**src/rtl/seg_pkg.sv**
```systemverilog
// rtl/seg_pkg.sv - shared types and constants for the segment scan controller
//
// Purpose : FSM state encodings, blank/off output constants and the
//           hex-to-7-segment shape table (active-low, {g,f,e,d,c,b,a}).
// Ports   : none (package).
package seg_pkg;

  typedef enum logic [1:0] {IDLE, BLANK, SHOW} scan_state_t;
  typedef enum logic       {READY, CLEAR}      wr_state_t;

  localparam logic [6:0] SEG_BLANK = 7'h7F;
  localparam logic [3:0] AN_OFF    = 4'hF;

  // Entry n of the packed array is the shape of hex digit n.
  localparam logic [15:0][6:0] HEX_SEG = {
    7'h0E, 7'h06, 7'h21, 7'h46,   // F E d C
    7'h03, 7'h08, 7'h10, 7'h00,   // b A 9 8
    7'h78, 7'h02, 7'h12, 7'h19,   // 7 6 5 4
    7'h30, 7'h24, 7'h79, 7'h40    // 3 2 1 0
  };

endpackage

```
**src/rtl/hex_to_seg7.sv**
```systemverilog
// rtl/hex_to_seg7.sv - combinational hex nibble to active-low 7-segment decode
//
// Purpose : table lookup of one hex digit shape.
// Ports   : hex [3:0] in  - nibble to decode
//           seg [6:0] out - {g,f,e,d,c,b,a}, active-low
module hex_to_seg7
  import seg_pkg::*;
(
  input  logic [3:0] hex,
  output logic [6:0] seg
);

  assign seg = HEX_SEG[hex];

endmodule

```
**src/rtl/seg_scan_ctrl.sv**
```systemverilog
// rtl/seg_scan_ctrl.sv - 4-digit multiplexed 7-segment scan controller
//
// Purpose : stores four hex digits written through a valid/ready port with an
//           auto-incrementing pointer, and scans them onto a shared active-low
//           segment bus with a blanking gap before each digit slot.
//           Optional macro SEG_SCAN_LZB_EN enables leading-zero blanking.
// Ports   : clk          in  - system clock, rising edge
//           rst_n        in  - asynchronous active-low reset
//           ce           in  - global enable; 0 blanks and halts scanning
//           clr          in  - starts a 4-cycle clear of all digits
//           wr_valid     in  - write request
//           wr_data[3:0] in  - hex nibble to store
//           wr_ready     out - write accepted when wr_valid && wr_ready
//           wr_ptr_o[1:0] out - next digit index to be written
//           an_o[3:0]    out - anode enables, active-low, bit i = digit i
//           seg_o[6:0]   out - {g,f,e,d,c,b,a}, active-low
module seg_scan_ctrl
  import seg_pkg::*;
#(
  parameter int REFRESH_DIV  = 10000,
  parameter int BLANK_CYCLES = 16
) (
  input  logic       clk,
  input  logic       rst_n,
  input  logic       ce,
  input  logic       clr,
  input  logic       wr_valid,
  input  logic [3:0] wr_data,
  output logic       wr_ready,
  output logic [1:0] wr_ptr_o,
  output logic [3:0] an_o,
  output logic [6:0] seg_o
);

  localparam int CNT_W = (REFRESH_DIV > 2) ? $clog2(REFRESH_DIV) : 1;
  localparam logic [CNT_W-1:0] BLANK_LAST =
      CNT_W'((BLANK_CYCLES > 0) ? BLANK_CYCLES - 1 : 0);
  localparam logic [CNT_W-1:0] SHOW_LAST = CNT_W'(REFRESH_DIV - BLANK_CYCLES - 1);
  // With no blank gap every slot starts directly in SHOW.
  localparam scan_state_t SLOT_START = (BLANK_CYCLES == 0) ? SHOW : BLANK;

  // ---------------- digit storage and write FSM ----------------
  logic [3:0]  digit [4];
  wr_state_t   wr_state, wr_next;
  logic [1:0]  wr_ptr, ptr_next;
  logic [1:0]  clr_cnt, clr_cnt_next;
  logic        wr_en, clr_en;

  always_ff @(posedge clk or negedge rst_n) begin
    if (!rst_n) begin
      wr_state <= READY;
      wr_ptr   <= 2'd0;
      clr_cnt  <= 2'd0;
    end else begin
      wr_state <= wr_next;
      wr_ptr   <= ptr_next;
      clr_cnt  <= clr_cnt_next;
    end
  end

  always_comb begin
    wr_next      = wr_state;
    ptr_next     = wr_ptr;
    clr_cnt_next = clr_cnt;
    wr_ready     = 1'b0;
    wr_en        = 1'b0;
    clr_en       = 1'b0;
    case (wr_state)
      READY: begin
        // clr wins over a same-cycle write by withholding ready.
        wr_ready = !clr;
        if (clr) begin
          wr_next      = CLEAR;
          ptr_next     = 2'd0;
          clr_cnt_next = 2'd0;
        end else if (wr_valid) begin
          wr_en    = 1'b1;
          ptr_next = wr_ptr + 2'd1;
        end
      end
      CLEAR: begin
        clr_en       = 1'b1;
        clr_cnt_next = clr_cnt + 2'd1;
        if (clr_cnt == 2'd3) wr_next = READY;
      end
      default: wr_next = READY;
    endcase
  end

  always_ff @(posedge clk or negedge rst_n) begin
    if (!rst_n) begin
      for (int i = 0; i < 4; i++) digit[i] <= 4'd0;
    end else if (wr_en) begin
      digit[wr_ptr] <= wr_data;
    end else if (clr_en) begin
      digit[clr_cnt] <= 4'd0;
    end
  end

  assign wr_ptr_o = wr_ptr;

  // ---------------- scan FSM ----------------
  scan_state_t       scan_state, scan_next;
  logic [CNT_W-1:0]  cnt, cnt_next;
  logic [1:0]        idx, idx_next;

  always_ff @(posedge clk or negedge rst_n) begin
    if (!rst_n) begin
      scan_state <= IDLE;
      cnt        <= '0;
      idx        <= 2'd0;
    end else begin
      scan_state <= scan_next;
      cnt        <= cnt_next;
      idx        <= idx_next;
    end
  end

  always_comb begin
    scan_next = scan_state;
    cnt_next  = cnt;
    idx_next  = idx;
    if (!ce) begin
      scan_next = IDLE;
      cnt_next  = '0;
      idx_next  = 2'd0;
    end else begin
      case (scan_state)
        IDLE: begin
          scan_next = SLOT_START;
          cnt_next  = '0;
          idx_next  = 2'd0;
        end
        BLANK: begin
          if (cnt == BLANK_LAST) begin
            scan_next = SHOW;
            cnt_next  = '0;
          end else begin
            cnt_next = cnt + CNT_W'(1);
          end
        end
        SHOW: begin
          if (cnt == SHOW_LAST) begin
            scan_next = SLOT_START;
            cnt_next  = '0;
            idx_next  = idx + 2'd1;
          end else begin
            cnt_next = cnt + CNT_W'(1);
          end
        end
        default: scan_next = IDLE;
      endcase
    end
  end

  // ---------------- decode and registered outputs ----------------
  logic [6:0] dec_seg;
  logic       lead_blank;

  hex_to_seg7 u_dec (
    .hex (digit[idx]),
    .seg (dec_seg)
  );

  // Digit idx is a leading zero when it and every higher digit are zero;
  // digit 0 is never blanked so a value of 0 still shows one "0".
  always_comb begin
    lead_blank = 1'b0;
`ifdef SEG_SCAN_LZB_EN
    case (idx)
      2'd3:    lead_blank = (digit[3] == 4'd0);
      2'd2:    lead_blank = ((digit[3] | digit[2]) == 4'd0);
      2'd1:    lead_blank = ((digit[3] | digit[2] | digit[1]) == 4'd0);
      default: lead_blank = 1'b0;
    endcase
`endif
  end

  // ce is looked at directly so dropping it blanks on the very next edge.
  always_ff @(posedge clk or negedge rst_n) begin
    if (!rst_n) begin
      an_o  <= AN_OFF;
      seg_o <= SEG_BLANK;
    end else if (ce && scan_state == SHOW) begin
      an_o  <= ~(4'b0001 << idx);
      seg_o <= lead_blank ? SEG_BLANK : dec_seg;
    end else begin
      an_o  <= AN_OFF;
      seg_o <= SEG_BLANK;
    end
  end

endmodule

```
**config.mk**
```make
export PLATFORM = sky130hd
export DESIGN_NAME = seg_scan_ctrl
export DESIGN_NICKNAME = d
export VERILOG_FILES = /design/src/rtl/seg_pkg.sv /design/src/rtl/hex_to_seg7.sv /design/src/rtl/seg_scan_ctrl.sv
export SDC_FILE = /design/constraint.sdc
export NUM_CORES = 1
export LEC_CHECK = 0
export BUFFER_PORTS_ARGS = -buffer_cell sky130_fd_sc_hd__buf_2
export CAP_MARGIN = 30
export CELL_PAD_IN_SITES_DETAIL_PLACEMENT = 0
export CELL_PAD_IN_SITES_GLOBAL_PLACEMENT = 1
export CORE_ASPECT_RATIO = 0.5
export CORE_UTILIZATION = 29
export DETAILED_ROUTE_END_ITERATION = 10
export GPL_ROUTABILITY_DRIVEN = 1
export PLACE_DENSITY = 0.58
export SYNTH_ARGS = -nofsm -noshare
export SYNTH_HDL_FRONTEND = slang
export SYNTH_HIERARCHICAL = 1
export SYNTH_SLANG_ARGS = --single-unit
```
**constraint.sdc**
```tcl
create_clock -name clk -period 3 [get_ports clk]
set_clock_uncertainty 0.05 [all_clocks]
set_input_delay 0.75 -clock clk [delete_from_list [all_inputs] [get_ports clk]]
set_output_delay 0.75 -clock clk [all_outputs]
set_load 0.005 [all_outputs]
```
# Word-level counts from Yosys, hierarchy flattened

Memories as Yosys holds them, arrays and structs flattened.
Index checks and enable logic that the tools add are counted.
Widths: inputs -> output; s select.

Logic and storage cells: 87
Latch bits: 0
Memories: 1
ROM bits: 112
Memory bits (writable): 0
Register bits after elaboration: 50

Memories:

| memory          | depth | width | rd ports | clocked after memory_dff | write ports | line              | RTL |
|---|---|---|---|---|---|---|---|
| (no name shown) | 16    | 7     | 1        | 0                        | 0           | hex_to_seg7.sv:13 | `assign seg = HEX_SEG[hex];` |

Multiply operators: 0
Reduce and logical (&&, ||, !) cells: 10
Divide/modulo/power cells: 0
Shift operators: 1
Bitwise logic cells: 7
Mux-type cells: 36
Equal/unequal tests: 10
Order comparisons: 6
$add $sub $neg: 4

Operators with widths:

| cell                  | count |
|---|---|
| $mux 14               | 3 |
| $pmux 14 s3           | 1 |
| $mux 16               | 2 |
| $mux 4                | 5 |
| $and 16x16->16        | 1 |
| $bwmux 16             | 1 |
| $demux 4 s2           | 2 |
| $mux 2                | 8 |
| $not 16->16           | 1 |
| $add 14x1->14 const B | 1 |
| $eq 14x14->1 const B  | 1 |
| $eq 14x4->1 const B   | 1 |
| $mux 7                | 2 |
| $ge 3x3->1 const B    | 3 |
| $not 2->3             | 3 |
| $bmux 4 s2            | 1 |
| $pmux 2 s2            | 2 |
| $mux 1                | 7 |
| $add 2x1->2 const B   | 3 |
| $lt 3x1->1 const B    | 2 |
| $ne 3x3->1 const B    | 2 |
| $pmux 2 s3            | 1 |
| $reduce_and 2->1      | 3 |
| $lt 4x5->1 const B    | 1 |
| 13 further kinds      | 17 |

# Longest topological paths before layout

Gate-level depths: netlist (run 1).

Depth after elaboration: 9
Mapped depth: 7
Gate-level depth less buffers: 7

# Modules after synthesis

The synthesis (run 1) kept the hierarchy.

By module, submodules not included:

| module        | cells an instance | area an instance (um^2) | instances |
|---|---|---|---|
| seg_scan_ctrl | 253               | 2,583.7                 | 1 |
| hex_to_seg7   | 32                | 275.3                   | 1 |

# Worst setup path after synthesis (run 1)

OpenSTA, ideal clock, no wires.

Path type: flip-flop to flip-flop
From: register idx[0]
To: register seg_o[3]
Buffers on the path: 0
Library setup time: 0.084 ns
Data required time: 2.866 ns
Cell stages (with the launch flop): 7
Slack: 0.755 ns
Period minus slack after synthesis: 2.245 ns
Arrival time: 2.111 ns
Cells stage by stage: dfrtp_1 > mux4_2 > inv_1 > ha_1 > inv_1 > mux4_1 > or2_2

Longest elaborated chain between the ends: 7

RTL lines:

| what                                      | line                 | RTL |
|---|---|---|
| from (decl)                               | seg_scan_ctrl.sv:105 | `logic [1:0] idx, idx_next;` |
| from (signal assigned)                    | seg_scan_ctrl.sv:115 | `idx <= idx_next;` |
| $not 2->3 (not written as such)           | seg_scan_ctrl.sv:161 | `.hex (digit[idx]),` |
| $bmux 4 s2                                | seg_scan_ctrl.sv:161 |  |
| $mux 4 (not written as such) (2 in a row) | seg_scan_ctrl.sv:161 |  |
| $mem_v2 16x7                              | --                   |  |
| $mux 7 (not written as such)              | hex_to_seg7.sv:13    |  |
| net dec_seg[3]                            | seg_scan_ctrl.sv:157 | `logic [6:0] dec_seg;` |
| $mux 7                                    | seg_scan_ctrl.sv:184 | `end else if (ce && scan_state == SHOW) begin` |
| to (signal assigned)                      | seg_scan_ctrl.sv:186 | `seg_o <= lead_blank ? SEG_BLANK : dec_seg;` |
| to (decl)                                 | seg_scan_ctrl.sv:32  | `output logic [6:0] seg_o` |

The timed path passes the listed nets, and every way through them passes these cells. The select of a mux whose other input is x is not followed.
A chain may end at the register's enable or synchronous reset.

# Final worst setup path (run 1)

From: register idx[0]
To: register seg_o[0]

The elaborated chain is that of the path after synthesis.

==> impl_metrics.csv, run 1 <==
group,metric,value,unit
place,dp_cells,434,
pwr,p_per_area,619,mW/mm^2
clock_tree,cts.clk_slew.worst_paths,70,ps
synthesis,postSynthCellCount,285,
detailed_routing,finalWirelength,5670,microns
synthesis,avgSynthCellArea,10.0,sq um
clock_tree,tritoncts,"done",
final_layout,final_cells,442,
clock_tree,clk_latency,290,ps
detailed_routing,ant_nets,0,
sta,tns,0,ps
synthesis,ys_ff_latch,50,
final_layout,areaGrowthSynthToFinish,15.3,%
place,port_buffers,22,
status,status,"finished clean",
clock_tree,numCtsBuffers,5,
setup_path,critPathMaxStageDelay,610,ps
pwr,power,2.04,mW
die,start_util,0.301,
sta,fin_crit_sh,0.803,
die,dieArea,0.0103,sq mm
die,die_h,72.2,microns
clock_tree,cts_buffer_depth,2,
run,max-cap-violations,0,
pwr,p_leak,1.39,nW
synthesis,yosys_warnings,6,
synthesis,synth_top_area_frac,0.341,
global_routing,grt_usage,0.121,
synthesis,yosys.cell_types.count,45,
synthesis,synthArstFlopShare,1.00,
detailed_routing,wl_per_cell,12.8,microns
final_layout,layout-drive-gt1-share,0.215,
die,die_w,142,microns
min_path,min_path_type,"flip-flop to flip-flop",
sta,rsz0062_at_grt,"no",
clock_tree,cts_resized,0,
global_routing,antenna_found_initial,0,
setup_path,worstPathRequired,3180,ps
die,rows,25,
setup_path,critical_path_class,"flip-flop to flip-flop",
detailed_routing,drc_errors,0,
synthesis,yosysTopAreaCell,"dfrtp_1",
synthesis,seq_area_frac_synth,0.442,
sta,max_freq,415,MHz
synthesis,syn-num-nets,318,
detailed_routing,drtPass1Iterations,4,
final_layout,fillers,977,
setup_path,worst_setup_path_start_kind,"flip-flop",
synthesis,synth-edff-count,0,
sta,finalHoldViolations,0,
synthesis,synth.most_common_cell,"nand2_1",
setup_path,cp_data_arrival_time,2590,ps
synthesis,netlist_top_cells_count,"nand2_1, dfrtp_1, o21ai_0",
clock_tree,cts_sinks,50,
synthesis,syn_area,0.00286,sq mm
detailed_routing,num_vias,2062,
detailed_routing,drt_iter0_drc,78,
sta,setup_violations,0,
global_routing,first_global_vias,1974,
sta,final_max_slew_viol_count,0,
setup_path,cp_cell_sequence,"mux4_2 > inv_1 > ha_1 > and2b_2 > or3b_1 > o21ai_0 > or2_2",
detailed_routing,viasPerCell,4.67,
setup_path,endpoint_kind,"flip-flop",
global_routing,grt_overflow,0,
clock_tree,htreeDepth,2,
pwr,ir_drop,0.220,mV
setup_path,slowest_stage,"mux4_2",
global_routing,grt_max_degree,51,
die,core_area,0.00951,sq mm
die,ioPinCount,23,
final_layout,diodes,0,
sta,worst_slew_pin_slew,656,ps
synthesis,ys.flop_type,"dfrtp_1",
place,place.gp.congestion,0.754,
clock_tree,postCtsHoldBufs,0,
synthesis,synth.area.top_cells,"dfrtp_1, ha_1, dfstp_2",
global_routing,grt_pass1_wl,9650,microns
sta,relSlewSlack,0.563,
final_layout,final_nets,339,
setup_path,cp_max_fo,7,
clock_tree,cts-root-buf,"clkbuf_16",
sta,fin_crit,2410,ps
place,dp_hpwl,4160,microns
clock_tree,postCtsSetupBuffers,0,
## sequential cells by signal, summed over array words and instances, names as in the netlist
name	flops
an_o	4
clr_cnt	2
cnt	14
digit	16
idx	2
scan_state	2
seg_o	7
wr_ptr_o	2
wr_state	1
## per-stage QoR
step	utilization	instance area [sq um]	hold slack (ps)	setup slack [ps]
2_1_floorplan	-	2860	404	755
3_3_place_gp	0.326	3100	446	658
3_5_place_dp	0.326	3100	455	590
4_1_cts	0.347	3300	466	572
5_1_grt	0.347	3300	472	442
6_report	0.347	3300	461	591
## report_power, final
| part | switching, mW | internal [mW] |
|---|---|---|
| Sequential | 0.0881 | 0.764 |
| Clock | 0.251 | 0.479 |
| Combinational | 0.259 | 0.202 |
| Total | 0.597 | 1.44 |
## final cells by class
class | instances | area, sq um | area share
Inverter | 13 | 48.8 | 0.0148
Tap cell | 135 | 169 | 0.0512
Clock buffer | 5 | 125 | 0.0380
Timing Repair Buffer | 25 | 133 | 0.0402
Sequential cell | 50 | 1260 | 0.384
Multi-Input combinational cell | 211 | 1490 | 0.451
Clock inverter | 3 | 68.8 | 0.0209
## critical path, delay by kind of cell, from the launching register on
kind                       cells  cell delay [ps]
and+or+nand+nor                3              730
muxes                          1              610
DFF                            1              510
adders and majority gates      1              200
buffers and inverters          1              170
AOI/OAI and AO/OA              1               80
## cell families after synthesis
family,share of synthesized area
and+or+nand+nor,0.186
AOI/OAI and AO/OA,0.143
DFF,0.442
buffers and inverters,0.0372
adders and majority gates,0.105
muxes,0.0735
xor gates and xnor gates,0.0123
## path summary, 6_finish.rpt
path | from | to | slack, ps | cells past startpoint
worst min-delay path | cnt[8] | cnt[8] | 460 | 1
max in group asynchronous | rst_n | cnt[5] | 1940 | 2
worst min register to register | cnt[8] | cnt[8] | 460 | 1
min in group asynchronous | rst_n | wr_ptr_o[0] | 520 | 2
worst max register to register | idx[0] | seg_o[0] | 590 | 7
worst max-delay path | idx[0] | seg_o[0] | 590 | 7
## routing by layer
layer  up-vias  share of wire  routed length, microns  track usage
met5         -              0                       0            0
met4         0         0.0060                      34       0.0287
met3         2          0.037                     210       0.0337
met2        32           0.47                    2690        0.201
met1       992           0.48                    2740        0.158
li1       1036              -                       -            -
## layout by cell type (no fill, tap or decap), types with 3 or more instances in the layout
cell,instances
ha_1,24
nand2_1,50
clkbuf_16,5
mux2_2,3
nand2b_1,3
buf_2,22
nor2_1,12
or2_2,7
and3_1,7
nand3_1,10
a21oi_1,11
o21ai_0,26
buf_4,3
mux2i_1,6
a31oi_1,8
inv_1,13
a22o_1,5
dfrtp_1,39
mux4_2,4
dfstp_2,11
or3_1,3
Power figures use the tool's default switching activity.
==> run 2: changes to the inputs <==
clock period = 2.5 ns   (was 3 ns; I/O delays follow)
==> impl_metrics.csv, run 2 (same netlist as run 1, synthesis figures left out) <==
group,metric,value,unit
status,status,"finished clean",
clock_tree,cts_buffer_depth,2,
sta,relSlewSlack,0.468,
detailed_routing,drc_errors,0,
pwr,ir_drop,0.298,mV
setup_path,cp-endpoint,"seg_o[3]",
final_layout,final_common_cell,"nand2_1",
die,dieArea,0.0103,sq mm
sta,hold_ws,271,ps
sta,fin_crit,2280,ps
die,rows,25,
clock_tree,cts_sinks,50,
sta,tns,0,ps
setup_path,worst_setup_path_start_kind,"flip-flop",
global_routing,first_global_vias,2001,
detailed_routing,routed.top_layer,"met4",
final_layout,layout-drive-gt1-share,0.226,
final_layout,fillers,1006,
final_layout,top_regs,"digit (16), cnt (14), seg_o (7)",
setup_path,r2r_slack,220,ps
global_routing,antenna_found_initial,0,
run,max-cap-violations,0,
sta,finalHoldViolations,0,
final_layout,final-seq-area,0.00127,sq mm
setup_path,r2r_cells,6,
clock_tree,numCtsBuffers,5,
min_path,min_path_type,"input port to asynchronous set/reset pin",
final_layout,multiInputGateArea,0.00149,sq mm
die,die_w,142,microns
clock_tree,htreeDepth,2,
clock_tree,cts-root-buf,"clkbuf_16",
global_routing,grt_max_degree,28,
die,ioPinCount,23,
sta,max_freq,440,MHz
sta,fin_crit_sh,0.910,
detailed_routing,wl_per_cell,13.3,microns
setup_path,worstPathRequired,2660,ps
detailed_routing,drt_iter0_drc,94,
final_layout,fin_util,0.346,
final_layout,top_register,"digit",
clock_tree,cts.clk_slew.worst_paths,70,ps
place,dp_hpwl,4390,microns
setup_path,critical_path_class,"flip-flop to flip-flop",
final_layout,largest_register_ffs,16,
die,die_h,72.2,microns
final_layout,diodes,0,
detailed_routing,drtPass1Iterations,6,
clock_tree,clk_latency,290,ps
final_layout,final_cell_mix,"nand2_1, dfrtp_1, o21ai_0",
detailed_routing,finalWirelength,5940,microns
setup_path,rr_endpoint,"seg_o[3]",
detailed_routing,viasPerCell,4.59,
sta,setup_violations,0,
die,start_util,0.301,
detailed_routing,wl_met2,2770,microns
sta,final_max_slew_viol_count,0,
pwr,p_leak,1.38,nW
setup_path,endpoint_kind,"flip-flop",
global_routing,grt_overflow,0,
detailed_routing,ant_nets,0,
sta,rsz0062_at_grt,"no",
pwr,power,2.29,mW
global_routing,grt_usage,0.127,
final_layout,areaGrowthSynthToFinish,15.1,%
global_routing,grt_pass1_wl,10000,microns
detailed_routing,num_vias,2044,
setup_path,cp_data_arrival_time,2440,ps
detailed_routing,met3_length,154,microns
place,place.gp.congestion,0.787,
setup_path,r2r_start,"idx[0]",
setup_path,cp_max_fo,7,
setup_path,critPathLaunch,"idx[0]",
pwr,p_per_area,695,mW/mm^2
clock_tree,tritoncts,"done",
place,port_buffers,22,
die,core_area,0.00951,sq mm
final_layout,final_nets,342,
sta,worst_slew_pin_slew,798,ps
detailed_routing,wl_met1,2960,microns
[run 2: report_power, final]
part	internal, mW	leakage (nW)	total, mW	switching (mW)
Clock	0.397	0.0729	0.706	0.309
Combinational	0.243	0.667	0.560	0.316
Sequential	0.916	0.644	1.02	0.104
[run 2: worst min path at each step]
stage,slack [ps],from,endpoint,depth (start not counted)
2_1_floorplan,280,rst_n,clr_cnt[0],0
3_3_place_gp,450,cnt[8],cnt[8],1
3_5_place_dp,460,cnt[8],cnt[8],1
4_1_cts,290,rst_n,clr_cnt[0],1
5_1_grt,310,rst_n,wr_ptr_o[0],1
6_report,270,rst_n,wr_ptr_o[0],1
[run 2: metrics by stage]
step	instance area [sq um]	instances	setup slack, ps
final	3290	445	225
after global routing	3290	445	67.8
after CTS	3290	445	161
after detailed placement	3140	437	191
after global placement	3140	437	264
after floorplan	2860	285	255
[run 2: cell type report]
type / count / area share
tap: 135 / 0.0513
sequential: 50 / 0.385
multi-input combinational: 211 / 0.452
timing repair buffer: 28 / 0.0510
inverter: 13 / 0.0148
clock inverter: 2 / 0.00380
clock buffer: 6 / 0.0422
[run 2: critical path, stage by stage (launching register included)]
cell and delay [ps]:
dfrtp_2 410, mux4_2 600, inv_1 170, ha_1 150, inv_1 50, mux4_1 460
or2_2 300
[run 2: repair_timing]
item / in CTS / in global routing
buffers inserted: 0 / 0
hold endpoints to repair: 0 / 0
endpoints found under the setup margin: 0 / 1
hold buffers: 0 / 0
gates resized for setup: 0 / 1
[run 2: per-layer routing]
layer	up-vias	global-route usage
met4	0	0.0358
li1	1040	-
met5	-	0
met2	20	0.211
met3	6	0.0337
met1	978	0.164
